[config.mk]
export PLATFORM = sky130hd
export DESIGN_NAME = clkdiv_prog
export DESIGN_NICKNAME = d
export VERILOG_FILES = /design/src/rtl/clkdiv_pkg.sv /design/src/rtl/clkdiv_shadow.sv /design/src/rtl/clkdiv_prog.sv
export SDC_FILE = /design/constraint.sdc
export NUM_CORES = 1
export LEC_CHECK = 0
export ABC_AREA = 1
export ABC_CLOCK_PERIOD_IN_PS = 3000
export CORE_ASPECT_RATIO = 1.75
export CORE_MARGIN = 2
export CORE_UTILIZATION = 28
export DETAILED_ROUTE_END_ITERATION = 12
export GPL_TIMING_DRIVEN = 0
export MAX_ROUTING_LAYER = met4
export PLACE_DENSITY = 0.5
export REMOVE_ABC_BUFFERS = 1
export SKIP_LAST_GASP = 1
export SYNTH_ARGS = -nofsm -noshare
export SYNTH_HDL_FRONTEND = slang
export SYNTH_HIERARCHICAL = 1
export SYNTH_SLANG_ARGS = --single-unit
export TNS_END_PERCENT = 1
[constraint.sdc]
create_clock -name clk -period 3 [get_ports clk]
set_input_delay 0.3 -clock clk [delete_from_list [all_inputs] [get_ports clk]]
set_output_delay 0.3 -clock clk [all_outputs]
set_load 0.03 [all_outputs]
[src/rtl/clkdiv_pkg.sv]
// Shared constants and helpers for the programmable clock divider.
// Build option: CLKDIV_ODD_50_EN selects the half-length rule for exact 50% duty on odd divisors.
package clkdiv_pkg;

    localparam int unsigned MIN_DIV = 2;

    function automatic logic [31:0] clamp_div(input logic [31:0] v);
        return (v < 32'(MIN_DIV)) ? 32'(MIN_DIV) : v;
    endfunction

    // Number of counter values (from 0) for which the posedge waveform is high.
    function automatic logic [31:0] half_len(input logic [31:0] n, input logic odd50);
        if (odd50 && n[0]) begin
            return (n - 32'd1) >> 1;
        end
        return (n + 32'd1) >> 1;
    endfunction

endpackage

[src/rtl/clkdiv_shadow.sv]
// Divisor shadow register: captures and clamps loads, and applies them at a period boundary or while idle.
module clkdiv_shadow
    import clkdiv_pkg::*;
#(
    parameter int CNT_W   = 8,
    parameter int DEF_DIV = 2
) (
    input  logic             clk,
    input  logic             rst,
    input  logic             en,
    input  logic             boundary,
    input  logic             div_load,
    input  logic [CNT_W-1:0] div_in,
    output logic [CNT_W-1:0] div_cur,
    output logic [CNT_W-1:0] div_nxt,
    output logic             pending
);

    logic [CNT_W-1:0] shadow_q, shadow_d;
    logic [CNT_W-1:0] div_cur_q, div_cur_d;
    logic             pending_q, pending_d;
    logic [CNT_W-1:0] load_val;
    logic             apply;

    always_comb begin
        load_val  = CNT_W'(clamp_div(32'(div_in)));
        apply     = boundary | ~en;
        shadow_d  = shadow_q;
        pending_d = pending_q;
        div_cur_d = div_cur_q;
        if (div_load) begin
            shadow_d = load_val;
        end
        // A load presented on the apply cycle bypasses the shadow so it is never delayed a period.
        if (apply) begin
            pending_d = 1'b0;
            if (div_load) begin
                div_cur_d = load_val;
            end else if (pending_q) begin
                div_cur_d = shadow_q;
            end
        end else if (div_load) begin
            pending_d = 1'b1;
        end
    end

    always_ff @(posedge clk or negedge rst) begin
        if (!rst) begin
            shadow_q  <= '0;
            div_cur_q <= CNT_W'(DEF_DIV);
            pending_q <= 1'b0;
        end else begin
            shadow_q  <= shadow_d;
            div_cur_q <= div_cur_d;
            pending_q <= pending_d;
        end
    end

    assign div_cur = div_cur_q;
    assign div_nxt = div_cur_d;
    assign pending = pending_q;

endmodule

[src/rtl/clkdiv_prog.sv]
// Programmable integer clock divider producing a divided waveform and a first-cycle period tick.
// Build option: CLKDIV_ODD_50_EN adds a negedge stage giving exact 50% duty for odd divisors.
module clkdiv_prog
    import clkdiv_pkg::*;
#(
    parameter int CNT_W   = 8,
    parameter int DEF_DIV = 2
) (
    input  logic             clk,
    input  logic             rst,
    input  logic             en,
    input  logic [CNT_W-1:0] div_in,
    input  logic             div_load,
    output logic             div_out,
    output logic             tick,
    output logic [CNT_W-1:0] div_cur,
    output logic             pending
);

`ifdef CLKDIV_ODD_50_EN
    localparam logic ODD50 = 1'b1;
`else
    localparam logic ODD50 = 1'b0;
`endif

    logic [CNT_W-1:0] cnt_q, cnt_d;
    logic             pos_q, pos_d;
    logic             tick_q, tick_d;
    logic [CNT_W-1:0] div_nxt;
    logic [CNT_W-1:0] half;
    logic             last;

    clkdiv_shadow #(
        .CNT_W   (CNT_W),
        .DEF_DIV (DEF_DIV)
    ) u_shadow (
        .clk      (clk),
        .rst      (rst),
        .en       (en),
        .boundary (last),
        .div_load (div_load),
        .div_in   (div_in),
        .div_cur  (div_cur),
        .div_nxt  (div_nxt),
        .pending  (pending)
    );

    always_comb begin
        last   = (cnt_q == (div_cur - CNT_W'(1)));
        half   = CNT_W'(half_len(32'(div_nxt), ODD50));
        cnt_d  = cnt_q;
        tick_d = 1'b0;
        pos_d  = 1'b0;
        if (en) begin
            cnt_d  = last ? '0 : cnt_q + CNT_W'(1);
            tick_d = last;
            pos_d  = (cnt_d < half);
        end else begin
            // Primed so the first enabled edge wraps to 0 and starts a full period.
            cnt_d = div_nxt - CNT_W'(1);
        end
    end

    always_ff @(posedge clk or negedge rst) begin
        if (!rst) begin
            cnt_q  <= CNT_W'(DEF_DIV - 1);
            pos_q  <= 1'b0;
            tick_q <= 1'b0;
        end else begin
            cnt_q  <= cnt_d;
            pos_q  <= pos_d;
            tick_q <= tick_d;
        end
    end

`ifdef CLKDIV_ODD_50_EN
    logic neg_q, neg_d;

    assign neg_d = en & div_cur[0] & pos_q;

    always_ff @(negedge clk or negedge rst) begin
        if (!rst) begin
            neg_q <= 1'b0;
        end else begin
            neg_q <= neg_d;
        end
    end

    assign div_out = pos_q | neg_q;
`else
    assign div_out = pos_q;
`endif

    assign tick = tick_q;

endmodule
* Word level (Yosys, flattened, before mapping)
Cells that the tools add are included.
** Word-level totals
- Bits in registers :: 27
- Bits in latches :: 0
- RAM bits :: 0
- Bits in read-only memories :: 0
- Input port bits :: 12
- Word-level logic and storage cells :: 26
- Memories :: 0
** Operators by class
- Add/sub/neg operators :: 4
- Multiply operators :: 0
- Div/mod/pow operators :: 0
- $lt $le $gt $ge :: 2
- Eq/ne operators :: 1
- Shift-type cells :: 0
- Mux-type cells :: 10
- Bitwise operators :: 2
- Reduce and logical (&&, ||, !) cells :: 1
** Operator list (number)
- 8-bit 2-to-1 mux :: 6
- 8-bit by 1-bit subtractor with 8-bit output, second input constant :: 2
- 8-bit by 1-bit adder with 9-bit output, second input constant :: 1
- 8-bit by 1-bit adder with 8-bit output, second input constant :: 1
- 8-bit equality test :: 1
- 8-bit by 2-bit < comparator with 1-bit output, second input constant :: 1
- 8-bit < comparator :: 1
- 1-bit 2-to-1 mux :: 4
- 2-bit nonzero test :: 1
- 1-bit NOT :: 1
- 1-bit bitwise OR :: 1

* Longest topological paths before layout
- Word-level depth :: 7
- Mapped depth :: 28

* Modules after synthesis
Netlist, hierarchy kept.
** Modules (own cells, without submodules)
- clkdiv_prog :: instances 1, cells each 184, area each 1172.4 µm²
- clkdiv_shadow :: instances 1, cells each 92, area each 748.2 µm²

* Worst setup path after synthesis
OpenSTA, ideal clock, no wires.
- Kind :: reg-to-reg
- From :: reg u_shadow.div_cur_q[1] (netlist: u_shadow/div_cur[1])
- To :: reg pos_q (netlist: div_out)
- Setup time :: 0.073 ns
- Arrival time :: 3.428 ns
- Slack :: -0.501 ns
- Cell stages (with the launch flop) :: 26
- Path buffers :: 0
- Period minus slack after synthesis :: 3.501 ns
- Cell sequence :: dfstp_2 > inv_1 > ha_1 > nand2_1 > inv_1 > nor2_1 > nand2_1 > nor2_1 > nand3_1 > nor2_2 > nand2_2 > inv_2 > nor2_1 > inv_1 > nand3_1 > nand2_1 > inv_1 > nor4_1 > nand4_1 > xor2_1 > ha_1 > nand2_1 > inv_1 > nand3_1 > nand3_1 > a21oi_2
** On the way
- Longest elaborated chain between the ends :: 7
- Elaborated cells on any way between the ends :: 10
** Ends and longest elaborated chain
- start: declaration :: line clkdiv_shadow.sv:20 : logic [CNT_W-1:0] div_cur_q, div_cur_d;
- start signal: assignment :: line clkdiv_shadow.sv:50 : div_cur_q <= CNT_W'(DEF_DIV);
- start signal: assignment :: line clkdiv_shadow.sv:54 : div_cur_q <= div_cur_d;
- 8-bit by 1-bit subtractor with 8-bit output :: line clkdiv_prog.sv:49 : last = (cnt_q == (div_cur - CNT_W'(1)));
- 8-bit equality test :: line clkdiv_prog.sv:49
- via last :: line clkdiv_prog.sv:31 : logic last;
- 1-bit bitwise OR :: line clkdiv_shadow.sv:27 : apply = boundary | ~en;
- 8-bit 2-to-1 mux :: line clkdiv_shadow.sv:35 : if (apply) begin
- via div_nxt[2] :: line clkdiv_prog.sv:29 : logic [CNT_W-1:0] div_nxt;
- 8-bit by 1-bit adder with 9-bit output :: line clkdiv_pkg.sv:16 : return (n + 32'd1) >> 1;
- 8-bit < comparator :: line clkdiv_prog.sv:57 : pos_d = (cnt_d < half);
- 1-bit 2-to-1 mux :: line clkdiv_prog.sv:54 : if (en) begin
- via pos_d :: line clkdiv_prog.sv:27 : logic pos_q, pos_d;
- end signal: assignment :: line clkdiv_prog.sv:71 : pos_q <= pos_d;
- end: declaration :: line clkdiv_prog.sv:27
The timed path passes the listed nets, and every way through them passes these cells.
A chain may end at the register's enable or synchronous reset.

* Final worst setup path
Same ends and word-level chain as after synthesis.

==> impl_metrics.py <==
metrics = {
    "critical_path": {
        "crit_path_end_kind": "flip-flop",
        "worstPathArrival_ns": 3.53,
        "timing.critical_path.fanout_max": 5,
        "critPathBufInv": 6,
        "critical-path-max-stage-delay_ns": 0.55,
        "critPathKind": "flip-flop to flip-flop",
        "reg_to_reg_start": "u_shadow/div_cur[1]",
        "timing.critical_path.from_type": "flip-flop",
        "worst-r2r-setup-slack_ns": -0.37,
        "cpLargestDelayFamily": "simple AND/OR/NAND/NOR gates",
        "worst_path_max_delay_cell": "sky130_fd_sc_hd__dfstp_2",
        "timing.reg2reg.worst_path_depth": 25,
        "crit_path_depth": 25,
        "cp_common_cell": "sky130_fd_sc_hd__nand2_1",
        "timing.rr.end": "div_out",
        "worst_ep_required_time_ns": 3.16,
    },
    "die": {
        "num_rows": 40,
        "start_util_pct": 28.4,
        "io_pins": 23,
        "x_dimension_of_the_die_um": 66.6,
        "core_um2": 6760,
        "die_area_um2": 7560,
        "die_height_um": 114,
    },
    "cts": {
        "tritoncts.num_buffers": 3,
        "clkSinkCount": 27,
        "clk_path_buf_depth": 2,
        "tritoncts": "done",
        "clock_tree.root_cell": "sky130_fd_sc_hd__clkbuf_16",
        "total_number_of_h_tree_levels": 1,
        "hold_buffers": 0,
        "clk_pin_slew_ns": 0.07,
        "clk_latency_ns": 0.27,
    },
    "grt": {
        "gr-total-overflow": 0,
        "gr_util_all_layers_pct": 15.6,
        "grt_first_pass_wirelength_um": 8510,
        "first_global_vias": 1819,
        "grt_antenna_before_repair": 0,
        "grt_max_degree": 28,
    },
    "power_and_ir_drop": {
        "cellPowerDensity_nw_per_um2": 619,
        "vdd.ir_drop.worst_mv": 0.305,
        "power_leakage_nw": 1.29,
    },
    "final_layout": {
        "multi_input_comb_area_um2": 1230,
        "instances_no_fill": 405,
        "area_delta_synth_final_pct": 35.7,
        "diodes": 0,
        "filler_cell_count": 720,
        "nNetsFinal": 345,
        "final_util_pct": 38.6,
        "area.sequential_um2": 678,
        "drive_above_1_share_pct": 23.1,
    },
    "placement": {
        "gp_congestion": 0.808,
        "place_hpwl_um": 3840,
        "portBuffers": 22,
        "dp_cells": 380,
    },
    "timing": {
        "period_share_pct": 112,
        "setup_repair_after_global_routing_missed_its_margin": "true",
        "timing.slew.headroom_pct": 58.2,
        "fmax_mhz": 297,
        "post_layout_min_period_ns": 3.37,
        "finalHoldViolCount": 0,
        "final_max_slew_viol_count": 0,
        "fin_worst_skew_ns": 0.00238,
        "setup-violations-final": 4,
        "finalWorstSetupSlack_ns": -0.369,
        "worst-slew-pin-transition_ns": 0.627,
    },
    "synthesis": {
        "synthesis.instances": 276,
        "synth_warnings": 6,
        "synth-xor-area-share_pct": 6.84,
        "synth.lib_cells_used.distinct": 30,
        "synth_simple_gate_area_share_pct": 37.7,
        "post_synth_mux_area_share_pct": 0,
        "synth_top_family_by_area": "simple AND/OR/NAND/NOR gates",
        "synthAdderAreaFrac_pct": 7.17,
        "synth_compound_area_share_pct": 5.47,
        "synth_seq_cells": 27,
        "synth.cell_area_um2": 1920,
        "synth-seq-area-share_pct": 35.3,
        "synthesis.area_per_instance_um2": 6.96,
    },
    "min_path": {
        "min-delay-path-class": "input port to asynchronous set/reset pin",
    },
    "drt": {
        "via_per_inst": 4.49,
        "routed_wirelength_um": 5020,
        "detail_route.first_pass.iterations": 4,
        "routedWlPerCell_um": 12.4,
        "drc_errors": 0,
        "drt-initial-drc-count": 75,
        "dr_total_vias": 1817,
        "postRouteAntennaNets": 0,
    },
    "status": {
        "run_status": "finished with violations",
        "failing_checks": "setup timing",
    },
    "flow_run": {
        "number_of_max_capacitance_violations_reported": 0,
    },
}
==> power breakdown <==
part	internal (W)	switching, W	leakage [nW]
combinational	0.000333	0.000464	0.925
sequential	0.000433	0.0000649	0.330
clock	0.000183	0.000137	0.0382
==> repair_timing <==
action,4_1_cts,5_1_grt
buffers inserted,16,5
resized for setup,26,14
setup endpoints to repair,8,6
pin swaps,18,16
==> worst max-delay path by stage <==
stage	start	slack, ns	endpoint
after floorplan	u_shadow/div_cur[1]	-0.50	div_out
after global placement	u_shadow/div_cur[1]	-1.29	div_out
final	u_shadow/div_cur[1]	-0.37	div_out
after detailed placement	u_shadow/div_cur[1]	-1.31	div_out
after global routing	u_shadow/div_cur[1]	-0.61	div_out
after CTS	u_shadow/div_cur[1]	-0.43	div_out
==> cell type report <==
type / count / area share, %
multi-input combinational: 213 / 47.2
tap: 84 / 4.03
inverter: 34 / 5.38
timing repair buffer: 43 / 14.3
sequential: 27 / 26.0
clock buffer: 4 / 3.02
==> cells in the mapped netlist (all sizes together) <==
cell type / count / share of area, %
a211oi: 1 / 0.39
a21oi: 5 / 1.5
a31oi: 3 / 0.98
and3: 1 / 0.33
buf: 2 / 0.85
clkinv: 3 / 0.59
dfrtp: 25 / 33
dfstp: 2 / 2.7
ha: 11 / 7.2
inv: 31 / 6.1
nand2: 104 / 21
nand3: 20 / 5.5
nand3b: 2 / 0.78
nand4: 2 / 0.65
nor2: 36 / 8.2
nor3: 2 / 0.78
nor4: 1 / 0.33
o21ai: 7 / 1.8
o21bai: 2 / 0.78
or2: 1 / 0.33
xnor2: 4 / 1.8
xor2: 11 / 5.0
==> sequential cells by signal, indices dropped and copies added (netlist names) <==
register,cells
tick,1
u_shadow/div_cur,8
cnt_q,8
u_shadow/pending,1
u_shadow/shadow_q,8
div_out,1
==> metal layers <==
layer	global-route usage (%)	routed length (um)
met2	29.5	3000
met4	7.21	163
met1	15.4	1770
met5	-	0
met3	1.28	87
==> through the flow <==
stage | worst slack [ns] | TNS (ns) | instance area (um2) | hold slack (ns) | total power, W
after global routing | -0.606 | -1.99 | 2610 | 0.0891 | 0.00178
final | -0.369 | -0.642 | 2610 | 0.0373 | 0.00161
after detailed placement | -1.31 | -3.29 | 2230 | 0.458 | 0.00119
after global placement | -1.29 | -3.12 | 2230 | 0.451 | 0.00118
after CTS | -0.426 | -0.809 | 2520 | 0.474 | 0.00160
after floorplan | -0.501 | -0.544 | 1900 | 0.00441 | 0.000992
==> layout by cell type (no fill, tap or decap), drive strengths merged, types with 3 or more instances in the layout <==
| master | instances |
|---|---|
| nand3 | 20 |
| xor2 | 11 |
| a21oi | 5 |
| o21ai | 7 |
| ha | 11 |
| clkdlybuf4s50 | 21 |
| clkinv | 5 |
| clkbuf | 4 |
| a31oi | 3 |
| nand2 | 104 |
| nor2 | 36 |
| xnor2 | 4 |
| dfrtp | 25 |
| buf | 22 |
| inv | 29 |
==> cells by family after synthesis <==
kind of cell,count (synthesis)
flip-flops,27
AND/OR/NAND/NOR,169
AO/OA/AOI/OAI,18
buffers and inverters,36
adder cells (fa/ha/maj),11
XOR/XNOR,15
No activity file was read; power rests on OpenSTA's default activity.
